## config.mk

```make
export PLATFORM = sky130hd
export DESIGN_NAME = piece_drop_ctrl
export DESIGN_NICKNAME = d
export VERILOG_FILES = /design/src/rtl/tetris_pkg.sv /design/src/rtl/piece_drop_ctrl.sv
export SDC_FILE = /design/constraint.sdc
export NUM_CORES = 1
export LEC_CHECK = 0
export CELL_PAD_IN_SITES_DETAIL_PLACEMENT = 1
export CELL_PAD_IN_SITES_GLOBAL_PLACEMENT = 1
export CORE_MARGIN = 1
export CORE_UTILIZATION = 42
export CTS_BUF_LIST = sky130_fd_sc_hd__clkbuf_8
export DETAILED_ROUTE_END_ITERATION = 10
export PLACE_DENSITY_LB_ADDON = 0.08
export RECOVER_POWER = 50
export SYNTH_ARGS = -nofsm -noshare
export SYNTH_HDL_FRONTEND = slang
export SYNTH_SLANG_ARGS = --single-unit
```

## constraint.sdc

```tcl
create_clock -name CLOCK_50 -period 2.4 [get_ports CLOCK_50]
set_input_delay 0.36 -clock CLOCK_50 [delete_from_list [all_inputs] [get_ports CLOCK_50]]
set_output_delay 0.36 -clock CLOCK_50 [all_outputs]
set_load 0.01 [all_outputs]
```

## src/rtl/tetris_pkg.sv

```systemverilog
// tetris_pkg: shared Tetris types, board defaults and the candidate-move helper.
package tetris_pkg;

    localparam int COLS_DEF = 10;
    localparam int ROWS_DEF = 20;

    typedef enum logic [2:0] {S_IDLE, S_SPAWN, S_WAIT, S_CHECK, S_LOCK, S_OVER} state_t;
    typedef enum logic [2:0] {MV_NONE, MV_LEFT, MV_RIGHT, MV_ROT, MV_GRAV, MV_DROP} move_t;

    typedef struct packed {
        logic [7:0] x;
        logic [7:0] y;
        logic [1:0] rot;
    } pos_t;

    // Coordinates are carried at 8 bits; callers truncate to their own widths.
    function automatic pos_t next_candidate(input move_t mv, input logic [7:0] px,
                                            input logic [7:0] py, input logic [1:0] pr);
        return '{x:   mv == MV_LEFT ? px - 8'd1 : mv == MV_RIGHT ? px + 8'd1 : px,
                 y:   (mv == MV_GRAV || mv == MV_DROP) ? py + 8'd1 : py,
                 rot: mv == MV_ROT ? pr + 2'd1 : pr};
    endfunction

endpackage

```

## src/rtl/piece_drop_ctrl.sv

```systemverilog
// piece_drop_ctrl: active-piece motion FSM; arbitrates gravity/player events,
// queries the collision checker and requests a board lock on a blocked fall.
module piece_drop_ctrl
    import tetris_pkg::*;
#(
    parameter int COLS    = COLS_DEF,
    parameter int ROWS    = ROWS_DEF,
    parameter int X_W     = 4,
    parameter int Y_W     = 5,
    parameter int SPAWN_X = 4
) (
    input  logic           CLOCK_50,
    input  logic           resetn,
    input  logic           start,
    input  logic           tick_gravity,
    input  logic           btn_left,
    input  logic           btn_right,
    input  logic           btn_rot,
    input  logic           btn_drop,
    output logic           query_valid,
    output logic [X_W-1:0] query_x,
    output logic [Y_W-1:0] query_y,
    output logic [1:0]     query_rot,
    input  logic           query_ack,
    input  logic           query_hit,
    output logic [X_W-1:0] piece_x,
    output logic [Y_W-1:0] piece_y,
    output logic [1:0]     piece_rot,
    output logic           lock_valid,
    input  logic           lock_ack,
    output logic           game_over,
    output logic           busy
);

    localparam logic [X_W-1:0] X_LAST = X_W'(COLS - 1);
    localparam logic [Y_W-1:0] Y_LAST = Y_W'(ROWS - 1);

    state_t state;
    move_t  cur_mv;
    move_t  mv;
    logic   gravity_pend;
    logic   edge_block;
    logic   floor_hit;
    pos_t   cand;

    // In CHECK the only self-issued step is the next hard-drop row.
    always_comb begin
        mv = state == S_CHECK ? MV_DROP :
             btn_drop ? MV_DROP : btn_rot ? MV_ROT : btn_left ? MV_LEFT :
             btn_right ? MV_RIGHT : (tick_gravity || gravity_pend) ? MV_GRAV : MV_NONE;
    end

    assign cand       = next_candidate(mv, 8'(piece_x), 8'(piece_y), piece_rot);
    assign edge_block = (mv == MV_LEFT && piece_x == '0) || (mv == MV_RIGHT && piece_x == X_LAST);
    assign floor_hit  = (mv == MV_GRAV || mv == MV_DROP) && piece_y == Y_LAST;
    assign busy       = !(state == S_IDLE || state == S_WAIT);

    always_ff @(posedge CLOCK_50 or negedge resetn) begin
        if (!resetn) begin
            state        <= S_IDLE;
            cur_mv       <= MV_NONE;
            gravity_pend <= 1'b0;
            query_valid  <= 1'b0;
            query_x      <= '0;
            query_y      <= '0;
            query_rot    <= '0;
            piece_x      <= '0;
            piece_y      <= '0;
            piece_rot    <= '0;
            lock_valid   <= 1'b0;
            game_over    <= 1'b0;
        end else begin
            if (tick_gravity && state != S_IDLE && state != S_OVER)
                gravity_pend <= 1'b1;
            case (state)
                S_IDLE: if (start) begin
                    gravity_pend <= 1'b0;
                    state        <= S_SPAWN;
                end
                S_SPAWN: if (!query_valid) begin
                    query_valid <= 1'b1;
                    query_x     <= X_W'(SPAWN_X);
                    query_y     <= '0;
                    query_rot   <= '0;
                end else if (query_ack) begin
                    query_valid <= 1'b0;
                    if (query_hit) begin
                        game_over <= 1'b1;
                        state     <= S_OVER;
                    end else begin
                        piece_x   <= query_x;
                        piece_y   <= query_y;
                        piece_rot <= query_rot;
                        state     <= S_WAIT;
                    end
                end
                S_WAIT: begin
                    if (mv == MV_GRAV)
                        gravity_pend <= 1'b0;
                    if (floor_hit) begin
                        lock_valid <= 1'b1;
                        state      <= S_LOCK;
                    end else if (mv != MV_NONE && !edge_block) begin
                        query_valid <= 1'b1;
                        query_x     <= X_W'(cand.x);
                        query_y     <= Y_W'(cand.y);
                        query_rot   <= cand.rot;
                        cur_mv      <= mv;
                        state       <= S_CHECK;
                    end
                end
                // query_valid low inside CHECK means a hard drop awaits its next row.
                S_CHECK: if (!query_valid) begin
                    if (floor_hit) begin
                        lock_valid <= 1'b1;
                        state      <= S_LOCK;
                    end else begin
                        query_valid <= 1'b1;
                        query_x     <= X_W'(cand.x);
                        query_y     <= Y_W'(cand.y);
                        query_rot   <= cand.rot;
                    end
                end else if (query_ack) begin
                    query_valid <= 1'b0;
                    if (!query_hit) begin
                        piece_x   <= query_x;
                        piece_y   <= query_y;
                        piece_rot <= query_rot;
                        if (cur_mv != MV_DROP)
                            state <= S_WAIT;
                    end else if (cur_mv == MV_GRAV || cur_mv == MV_DROP) begin
                        lock_valid <= 1'b1;
                        state      <= S_LOCK;
                    end else begin
                        state <= S_WAIT;
                    end
                end
                S_LOCK: if (lock_ack) begin
                    lock_valid   <= 1'b0;
                    gravity_pend <= 1'b0;
                    state        <= S_SPAWN;
                end
                S_OVER: if (start) begin
                    game_over    <= 1'b0;
                    gravity_pend <= 1'b0;
                    state        <= S_SPAWN;
                end
                default: state <= S_IDLE;
            endcase
        end
    end

endmodule

```

# Yosys cells after proc, flatten, opt, wreduce, memory -nomap -nowiden
# Index checks and enable logic that the tools add are counted.
totals:
  regBits: 32
  input_bits: 11
  out_inout_bits: 26
  word_cells: 146
op_classes:
  n_addsub: 4
  n_eq_ne: 33
  muxes: 66
  bitwise: 2
  reduce_logical: 29
op_table:
  columns: ["operator", "n"]
  rows:
  - ["two-way mux 3 bit", 19]
  - ["two-way mux 5 bit", 6]
  - ["two-way mux 4 bit", 7]
  - ["two-way mux 1 bit", 20]
  - ["== test 3 bit (second input constant)", 6]
  - ["inequality test 2 bit (second input constant)", 9]
  - ["inequality test 3 bit (second input constant)", 5]
  - ["case mux 3 bit (5 select lines)", 1]
  - ["case mux 5 bit (3 select lines)", 1]
  - ["== test 3 x 2 -> 1 bit (second input constant)", 4]
  - ["two-way mux 2 bit", 6]
  - ["case mux 4 bit (3 select lines)", 1]
  - ["nonzero test 3 bit", 4]
  - ["AND reduction 5 bit", 2]
  - ["case mux 1 bit (3 select lines)", 3]
  - ["AND reduction 8 bit", 1]
  - ["== test 3 x 1 -> 1 bit (second input constant)", 2]
  - ["logical AND 1 bit", 6]
  - ["inequality test 3 x 2 -> 1 bit (second input constant)", 2]
  - ["case mux 2 bit (3 select lines)", 1]
  - ["AND reduction 3 bit", 2]
  - ["AND reduction 6 bit", 1]
  - ["adder 5 x 1 -> 5 bit (second input constant)", 1]
  - ["== test 5 bit (second input constant)", 1]
  - ["15 further kinds", 23]

# Longest topological paths before layout
# Gate-level depths: netlist (run 1).
depth:
  ltp_word: 15
  mapped_depth: 8
  ltp_nobuf: 7

# Least setup slack after synthesis (run 1)
# OpenSTA, ideal clock, no wires.
synth_path:
  path_type: "register to register"
  start: "register piece_x[1]"
  end: "register query_rot[0]"
  setup_time_ps: 125
  arrival_time_ps: 2123
  t_required_ps: 2275
  slack_ps: 152
  path_stages_with_launch: 9
  n_path_buf: 1
  synth_period_minus_slack_ps: 2248
  cell_sequence: "dfrtp_1 inv_1 ha_1 nand3b_1 a2111oi_1 o21ai_1 a21oi_1 buf_6 mux2_4"
synth_via:
  elab_chain_cells: 7
  elab_cells_between_ends: 9
  cone_classes: "eq/ne: 2; reduce/logical: 7"
synth_lines:
  columns: ["element", "line", "rtl"]
  rows:
  - ["from (decl)", "piece_drop_ctrl.sv:26", "output logic [X_W-1:0] piece_x,"]
  - ["from (signal assigned)", "piece_drop_ctrl.sv:91", "piece_x <= query_x;"]
  - ["from (signal assigned)", "piece_drop_ctrl.sv:126", "piece_x <= query_x;"]
  - ["== test 4 bit or logical NOT 4 bit (tied branches)", "piece_drop_ctrl.sv:54", "assign edge_block = (mv == MV_LEFT && piece_x == '0) || (mv == MV_RIGHT && piece_x == X_LAST);"]
  - ["logical AND 1 bit", "piece_drop_ctrl.sv:54", null]
  - ["logical OR 1 bit *", "piece_drop_ctrl.sv:54", null]
  - ["logical NOT 1 bit *", "piece_drop_ctrl.sv:103", "end else if (mv != MV_NONE && !edge_block) begin"]
  - ["logical AND 1 bit *", "piece_drop_ctrl.sv:103", null]
  - ["inequality test 2 x 1 -> 1 bit (no line) *", null, null]
  - ["AND reduction 6 bit (no line) *", null, null]
  - ["to (signal assigned)", "piece_drop_ctrl.sv:107", "query_rot <= cand.rot;"]
  - ["to (signal assigned)", "piece_drop_ctrl.sv:121", "query_rot <= cand.rot;"]
  - ["to (decl)", "piece_drop_ctrl.sv:23", "output logic [1:0] query_rot,"]
# Every way passes the cells marked *; elsewhere a longest branch is shown, timed or not.
# A chain may end at the register's enable or synchronous reset.

# Worst setup path in the final report (run 1)
layout_path:
  start: "register state[2]"
  end: "register state[0]"
layout_via:
  elab_chain_cells: 9
  elab_cells_between_ends: 31
  cone_classes: "eq/ne: 17; mux: 3; reduce/logical: 11"
layout_lines:
  columns: ["element", "line", "rtl"]
  rows:
  - ["from (decl)", "piece_drop_ctrl.sv:38", "state_t state;"]
  - ["from (signal assigned)", "piece_drop_ctrl.sv:60", "state <= S_IDLE;"]
  - ["from (signal assigned)", "piece_drop_ctrl.sv:78", "state <= S_SPAWN;"]
  - ["from (signal assigned)", "piece_drop_ctrl.sv:89", "state <= S_OVER;"]
  - ["== test 3 x 2 -> 1 bit", "piece_drop_ctrl.sv:48, piece_drop_ctrl.sv:75", null]
  - ["two-way mux 3 bit", "piece_drop_ctrl.sv:48", "mv = state == S_CHECK ? MV_DROP :"]
  - ["== test 3 x 1 -> 1 bit or == test 3 x 2 -> 1 bit (tied branches)", "piece_drop_ctrl.sv:54", null]
  - ["logical AND 1 bit", "piece_drop_ctrl.sv:54", null]
  - ["logical OR 1 bit", "piece_drop_ctrl.sv:54", null]
  - ["logical NOT 1 bit", "piece_drop_ctrl.sv:103", null]
  - ["logical AND 1 bit", "piece_drop_ctrl.sv:103", null]
  - ["inequality test 3 x 2 -> 1 bit (no line)", null, null]
  - ["AND reduction 8 bit (no line)", null, null]
# Several ways; a longest one is shown, not always the timed one.

==> run summary, run 1 <==
pin count of the biggest net entering global routing: 33
slew at the pin closest to its max-slew limit: 811.3 ps
H-tree level count: 2
post-place setup slack: -136.8 ps
Power Dens Cells: 1129 mW/mm^2
path type of the worst setup path: flip-flop to flip-flop
RD Place Congestion: 0.8418
combinational family with the most area after synthesis: compound AO/OA/AOI/OAI gates
worst voltage drop across the vdd grid: 0.0005235 V
Max clock buf depth: 2
share of the synthesized area in compound gates (AO/OA/AOI/OAI): 0.1805
CP endpoint kind: flip-flop
fillcell total: 487
class of the tightest hold or removal check: flip-flop to flip-flop
insertion delay to the later sink of the worst-skew pair: 290 ps
vias in the first global route: 1994
highest attainable clock frequency: 437.6 MHz
number of placement rows: 24
DR iter-0 viols: 41
height of the die: 71.66 um
endpoints failing hold: 0
utilization after layout: 0.6031
reported leakage power: 1.211 nW
most common cell after layout, fill and taps aside: sky130_fd_sc_hd__dfrtp_1
CORE AREA: 0.004504 sq mm
met2 Track Usage GR: 0.4476
area share of xor/xnor cells in the synthesized design: 0.01719
Clock Root Buffer: sky130_fd_sc_hd__clkbuf_8
post-detailed-route DRC marker count: 0
Min Clock Period, post-route: 2285 ps
Most used DFF post-synth: sky130_fd_sc_hd__dfrtp_1
RSZ-0062 raised after global routing: no
count of flip-flops with a built-in enable after synthesis: 0
startpoint types: flip-flop
setup violators final: 0
Max Cap Viol: 0
run status: complete, no violations
global-route met1 utilization: 0.3444
via count: 1827
Overall Global Routing Usage: 0.2642
Post-DRT Antenna Nets: 0
Die Area: 0.005135 sq mm
mean instance size in the synthesized netlist: 10.45 sq um
Max-Slew Margin vs Limit: 0.4591
clock tree from TritonCTS: done
total power draw: 0.003066 W
data arrival time of the critical path: 2470 ps
Port-buffer cells: 36
number of pins exceeding their max-slew limit in the final report: 0
yosys warns: 0
commonest cells after routing, fill and taps aside: sky130_fd_sc_hd__dfrtp_1 (32), sky130_fd_sc_hd__buf_4 (24), sky130_fd_sc_hd__clkdlybuf4s50_1 (23)
buffers inserted by post-CTS timing repair: 0
length of the first detailed-routing pass in iterations: 4
Synth Area in Simple Gates: 0.1786
number of antenna cells inserted: 0
CTS buffer count: 5
sink count of the clock tree: 32
sequential cell area fraction in the yosys report: 0.3929
count of boundary I/O pins: 37
number of antenna violations at the first check in global routing: 0
share of final-layout standard cells stronger than drive strength 1: 0.2374
Net count, final: 272
mux share of post-synthesis cell area: 0.1633
average routed wire per standard cell: 19.98 um
overall routed net length: 6.174 mm
initial cell density of the core: 0.4525
global route overflow: 0
ys async rst share: 1.000
post-synthesis cell area: 0.002038 sq mm
vias per cell: 5.913
Worst Path Max Fanout: 10
Mapped Nets: 211
post-synthesis cell count: 195
register bit count reported by yosys: 32
setup TNS: 0 ps
Worst Skew: 4.608 ps
met3 demand-to-capacity share in global routing: 0.04641
minimum setup slack in the final design: 114.8 ps
required time of the worst setup path: 2580 ps
busiest layer in global routing: met2
synthesis-to-layout area growth: 33.27%
Distinct cells, synth: 58
Post-DP HPWL: 4.580 mm
share of the cycle needed by the critical path after routing: 0.9522
wire length of the first global-routing pass: 10.34 mm
share of synthesized cell area in full adder, half adder and majority cells: 0.03069
horizontal die dimension: 71.66 um
hold buffer count at cts: 0
clock-pin slew of the registers on the worst-case setup and hold paths: 70 ps
==> worst paths after layout <==
kind | cells past startpoint | end | slack, ps | from
worst max-delay path | 6 | state[0] | 110 | state[2]
worst min-delay path | 1 | lock_valid | 510 | lock_valid
worst max register to register | 6 | state[0] | 110 | state[2]
worst min register to register | 1 | lock_valid | 510 | lock_valid
max in group asynchronous | 2 | piece_y[3] | 1190 | resetn
min in group asynchronous | 2 | gravity_pend | 690 | resetn
==> sequential cells by signal, indices dropped and copies added, names as in the netlist <==
| signal | count |
|---|---|
| piece_y | 5 |
| query_y | 5 |
| piece_x | 4 |
| query_x | 4 |
| cur_mv | 3 |
| state | 3 |
| piece_rot | 2 |
| query_rot | 2 |
| game_over | 1 |
| gravity_pend | 1 |
| lock_valid | 1 |
| query_valid | 1 |
==> final cells by class <==
class | count | area [sq um] | area share
well taps | 52 | 65.06 | 0.02395
clock inverters | 3 | 38.79 | 0.01428
repair buffers | 62 | 549.3 | 0.2022
inverters | 7 | 26.28 | 0.009673
multi-input cells | 148 | 1167 | 0.4298
flip-flops and latches | 32 | 800.8 | 0.2948
clock buffers | 5 | 68.82 | 0.02533
==> synthesized netlist by cell type (all sizes together) (2+ instances only) <==
cell type | count | area, sq um
a2111oi | 4 | 73.82
xnor2 | 2 | 17.52
ha | 5 | 62.56
nand3b | 3 | 22.52
nor2 | 15 | 56.30
dfrtp | 32 | 800.8
xor2 | 2 | 17.52
or3 | 5 | 31.28
o21a | 2 | 15.01
o21ai | 12 | 60.05
nand3 | 3 | 15.01
mux2 | 22 | 292.8
buf | 5 | 37.53
or2 | 2 | 12.52
a31oi | 4 | 25.02
inv | 7 | 26.28
a21oi | 12 | 60.06
nand2 | 12 | 45.04
a41oi | 2 | 17.52
nand2b | 7 | 46.30
clkbuf | 3 | 11.26
nor3 | 3 | 20.02
or3b | 2 | 17.52
mux2i | 4 | 40.04
nand4 | 3 | 18.77
==> worst max-delay path, stage by stage (launching register included) <==
cell                        delay, ps
sky130_fd_sc_hd__dfrtp_1          520
sky130_fd_sc_hd__clkbuf_1         330
sky130_fd_sc_hd__or3b_2           500
sky130_fd_sc_hd__o22ai_1          240
sky130_fd_sc_hd__nand2b_2         190
sky130_fd_sc_hd__a2111oi_4         70
sky130_fd_sc_hd__mux2_4           310
==> logic make-up after synthesis <==
family | count (synthesis)
AO/OA/AOI/OAI | 49
multiplexers | 26
XOR/XNOR | 4
AND/OR/NAND/NOR | 64
buffers and inverters | 15
adder cells (fa/ha/maj) | 5
flip-flops | 32
==> timing repair <==
action / CTS / global route
gates resized for setup: 0 / 1
setup endpoints to repair: 0 / 8
endpoints found under the hold margin: 0 / 0
==> through the flow <==
| step | hold WS [ps] | area, sq um | instances |
|---|---|---|---|
| after floorplan | 64.41 | 2038 | 195 |
| after global placement | 483.5 | 2610 | 301 |
| after detailed placement | 499.4 | 2610 | 301 |
| after CTS | 494.7 | 2718 | 309 |
| after global routing | 540.3 | 2716 | 309 |
| final | 505.3 | 2716 | 309 |
==> power by group <==
group          switching (W)  internal, W  leakage [nW]
Combinational       0.000846     0.000835         0.740
Clock               0.000211     0.000304        0.0593
Sequential          0.000157     0.000713         0.412
==> routing by layer <==
layer / up-vias / routed length [um]
li1: 844 / -
met1: 917 / 2841
met2: 53 / 3007
met3: 13 / 207
met4: 0 / 118
met5: - / 0
Note: power is estimated with default switching activity, not from simulation.
==> run 2, diff against run 1 <==
--- a/config.mk
+++ b/config.mk
@@ -5,13 +5,14 @@
 export SDC_FILE = /design/constraint.sdc
 export NUM_CORES = 1
 export LEC_CHECK = 0
+export CAP_MARGIN = 20
 export CELL_PAD_IN_SITES_DETAIL_PLACEMENT = 1
 export CELL_PAD_IN_SITES_GLOBAL_PLACEMENT = 1
 export CORE_MARGIN = 1
-export CORE_UTILIZATION = 42
+export CORE_UTILIZATION = 45
 export CTS_BUF_LIST = sky130_fd_sc_hd__clkbuf_8
 export DETAILED_ROUTE_END_ITERATION = 10
-export PLACE_DENSITY_LB_ADDON = 0.08
+export PLACE_DENSITY = 0.95
 export RECOVER_POWER = 50
 export SYNTH_ARGS = -nofsm -noshare
 export SYNTH_HDL_FRONTEND = slang
==> constraint.sdc (replaced) <==
create_clock -name CLOCK_50 -period 2.85 [get_ports CLOCK_50]
set_input_delay 0.4275 -clock CLOCK_50 [delete_from_list [all_inputs] [get_ports CLOCK_50]]
set_output_delay 0.4275 -clock CLOCK_50 [all_outputs]
set_load 0.01 [all_outputs]
==> run 2 against run 1 <==
  * First-iteration DRC count rose by 110%
  * Setup slack better by 110 ps
  * Sequential share of layout area increased by 1.4 points
  * Fmax down 13%
  * Flip-flop and latch count stayed put
  * Via count shrank 1.4%
  * Largest cell class unchanged
  * Largest power group unchanged
  * Final cell count fell by 6.1%
  * The flow now finishes with violations (capacitance limit, slew limit)
  * Sequential power decreased by 6.3%
  * Clock-buffer cell count rose by 2
==> run summary, run 2 (synthesis gave the netlist of run 1 again) <==
area of all placed cells without fillers: 0.002590 sq mm (-4.7%)
setup violators final: 0 (unchanged)
CP endpoint kind: flip-flop
H-tree level count: 2 (unchanged)
reported leakage power: 1.118 nW (-7.7%)
CTS buffer count: 5 (unchanged)
average routed wire per standard cell: 21.40 um (+7.1%)
path type of the worst setup path: flip-flop to flip-flop
most common cell after layout, fill and taps aside: sky130_fd_sc_hd__dfrtp_1
Reg2Reg Depth: 8 (+2)
Overall Global Routing Usage: 0.2688 (+0.004679)
Max Cap Viol: 1 (+1)
worst voltage drop across the vdd grid: 0.0004610 V (-12%)
routed length on met3: 293 um (+42%)
required time of the worst setup path: 3030 ps (+450 ps)
Max clock buf depth: 2 (unchanged)
Routed met2 length: 2.961 mm (-1.5%)
Net count, final: 253 (-7.0%)
data arrival time of the critical path: 2810 ps (+340 ps)
worst hold path stage count: 1 (unchanged)
Max-Slew Margin vs Limit: -0.2173 (-0.6764)
pin count of the biggest net entering global routing: 33 (unchanged)
Clock Root Buffer: sky130_fd_sc_hd__clkbuf_8
vias per cell: 6.210 (+5.0%)
violated checks: capacitance limit, slew limit
wire length of the first global-routing pass: 9.901 mm (-4.3%)
clock-pin slew of the registers on the worst-case setup and hold paths: 70 ps (about the same)
post-place instance area: 0.002467 sq mm (-5.5%)
Worst Hold Endpoint: lock_valid
via count: 1801 (-1.4%)
register-to-register setup slack: 220 ps (+110 ps)
run status: complete, but fails checks
number of antenna cells inserted: 0 (unchanged)
number of resized instances in the post-cts repair step: 0 (unchanged)
Port-buffer cells: 36 (unchanged)
overall routed net length: 6.206 mm (+0.52%)
length of the first detailed-routing pass in iterations: 4 (unchanged)
commonest cells after routing, fill and taps aside: sky130_fd_sc_hd__dfrtp_1 (32), sky130_fd_sc_hd__clkdlybuf4s50_1 (23), sky130_fd_sc_hd__nor2_1 (15)
Worst Skew: 7.793 ps (+3.186 ps)
DRT met1 WL: 2.667 mm (-6.1%)
fillcell total: 479 (-1.6%)
Post-DRT Antenna Nets: 0 (unchanged)
horizontal die dimension: 69.30 um (-3.3%)
buffers inserted by post-CTS timing repair: 0 (unchanged)
post-detailed-route DRC marker count: 0 (unchanged)
minimum setup slack in the final design: 220.8 ps (+106.0 ps)
number of placement rows: 24 (unchanged)
uppermost metal layer occupied by signal nets: met4
DR iter-0 viols: 86 (+110%)
Cell Count Post-Placement: 282 (-6.3%)
Worst Path Max Fanout: 11 (+1)
hold buffer count at cts: 0 (unchanged)
highest attainable clock frequency: 380.3 MHz (-13%)
non-filler instance count after layout: 290 (-6.1%)
slew at the pin closest to its max-slew limit: 1826 ps (+1015 ps)
sink count of the clock tree: 32 (unchanged)
RSZ-0062 raised after global routing: no
Min Clock Period, post-route: 2629 ps (+344.0 ps)
post-place setup slack: 107.2 ps (+244.0 ps)
share of the cycle needed by the critical path after routing: 0.9225 (-0.02964)
number of antenna violations at the first check in global routing: 0 (unchanged)
RD Place Congestion: 0.8009 (-4.9%)
insertion delay to the later sink of the worst-skew pair: 300 ps (about the same)
Min Hold Slack: 504.3 ps (-0.9940 ps)
CORE AREA: 0.004354 sq mm (-3.3%)
class of the tightest hold or removal check: flip-flop to flip-flop
global route overflow: 0 (unchanged)
synthesis-to-layout area growth: 27.07%
initial cell density of the core: 0.4681 (+0.01560)
Post-DP HPWL: 4.263 mm (-6.9%)
number of pins exceeding their max-slew limit in the final report: 33 (+33)
count of boundary I/O pins: 37 (unchanged)
Largest regs: piece_y: 5 flops, query_y: 5 flops
endpoints failing hold: 0 (unchanged)
setup TNS: 0 ps (unchanged)
vias in the first global route: 1875 (-6.0%)
startpoint types: flip-flop
Die Area: 0.004802 sq mm (-6.5%)
share of final-layout standard cells stronger than drive strength 1: 0.1765 (-0.06088)
clock tree from TritonCTS: done
height of the die: 69.30 um (-3.3%)
r2r startpoint: piece_x[1]
r2r endpoint: query_rot[1]
hold path startpoint: lock_valid
Power Dens Cells: 971.4 mW/mm^2 (-14%)
## run 2: cell types whose count changed in the layout (fill, tap and decap cells not counted)
| cell | previous run | this run |
|---|---|---|
| sky130_fd_sc_hd__a2111oi_2 | 1 | 0 |
| sky130_fd_sc_hd__a2111oi_1 | 0 | 1 |
| sky130_fd_sc_hd__clkbuf_8 | 5 | 7 |
| sky130_fd_sc_hd__buf_4 | 24 | 6 |
| sky130_fd_sc_hd__clkinv_2 | 1 | 0 |
| sky130_fd_sc_hd__clkbuf_2 | 1 | 0 |
| sky130_fd_sc_hd__inv_1 | 6 | 5 |
## run 2: through the flow
| stage | power, W | utilization |
|---|---|---|
| final | 0.002516 | 0.5948 |
| after global routing | 0.002635 | 0.5948 |
| after CTS | 0.002539 | 0.5957 |
| after detailed placement | 0.002008 | 0.5667 |
| after global placement | 0.001925 | 0.5667 |
| after floorplan | 0.001531 | - |
## run 2: per-layer routing
metal,GRT usage,up-vias
met4,0.1497,0
met1,0.3487,904
met2,0.4293,62
li1,-,808
met5,0,-
met3,0.04070,27
## run 2: critical path, stage by stage, from the launching register on
cell,delay [ps]
sky130_fd_sc_hd__dfrtp_1,450
sky130_fd_sc_hd__inv_1,150
sky130_fd_sc_hd__ha_1,160
sky130_fd_sc_hd__nand3b_1,80
sky130_fd_sc_hd__a2111oi_1,580
sky130_fd_sc_hd__o21ai_1,260
sky130_fd_sc_hd__a21oi_1,210
sky130_fd_sc_hd__buf_4,270
sky130_fd_sc_hd__mux2_1,350
## run 2: cell type report
cell class / instances / area (sq um) / share of cell area
Sequential cell: 32 / 800.8 / 0.3092
Clock inverter: 1 / 30.03 / 0.01159
Timing Repair Buffer: 43 / 409.1 / 0.1580
Inverter: 7 / 26.28 / 0.01014
Multi-Input combinational cell: 148 / 1162 / 0.4488
Tap cell: 52 / 65.06 / 0.02512
Clock buffer: 7 / 96.34 / 0.03720
## run 2: how the worst max path moves through the flow
stage / startpoint / endpoint / slack, ps / cells after the start
after floorplan: piece_x[1] / query_rot[0] / 600 / 8
after global placement: btn_right / query_rot[1] / 180 / 7
after detailed placement: btn_right / query_rot[1] / 110 / 7
after CTS: piece_x[1] / query_rot[1] / 220 / 8
after global routing: piece_x[1] / query_rot[1] / 40 / 8
final: piece_x[1] / query_rot[1] / 220 / 8
## run 2: power by group
| group | switching, W | leakage (nW) | internal (W) |
|---|---|---|---|
| clock | 0.000182 | 0.0645 | 0.000309 |
| sequential | 0.000217 | 0.412 | 0.000600 |
| combinational | 0.000621 | 0.641 | 0.000588 |
| total | 0.00102 | 1.12 | 0.00150 |
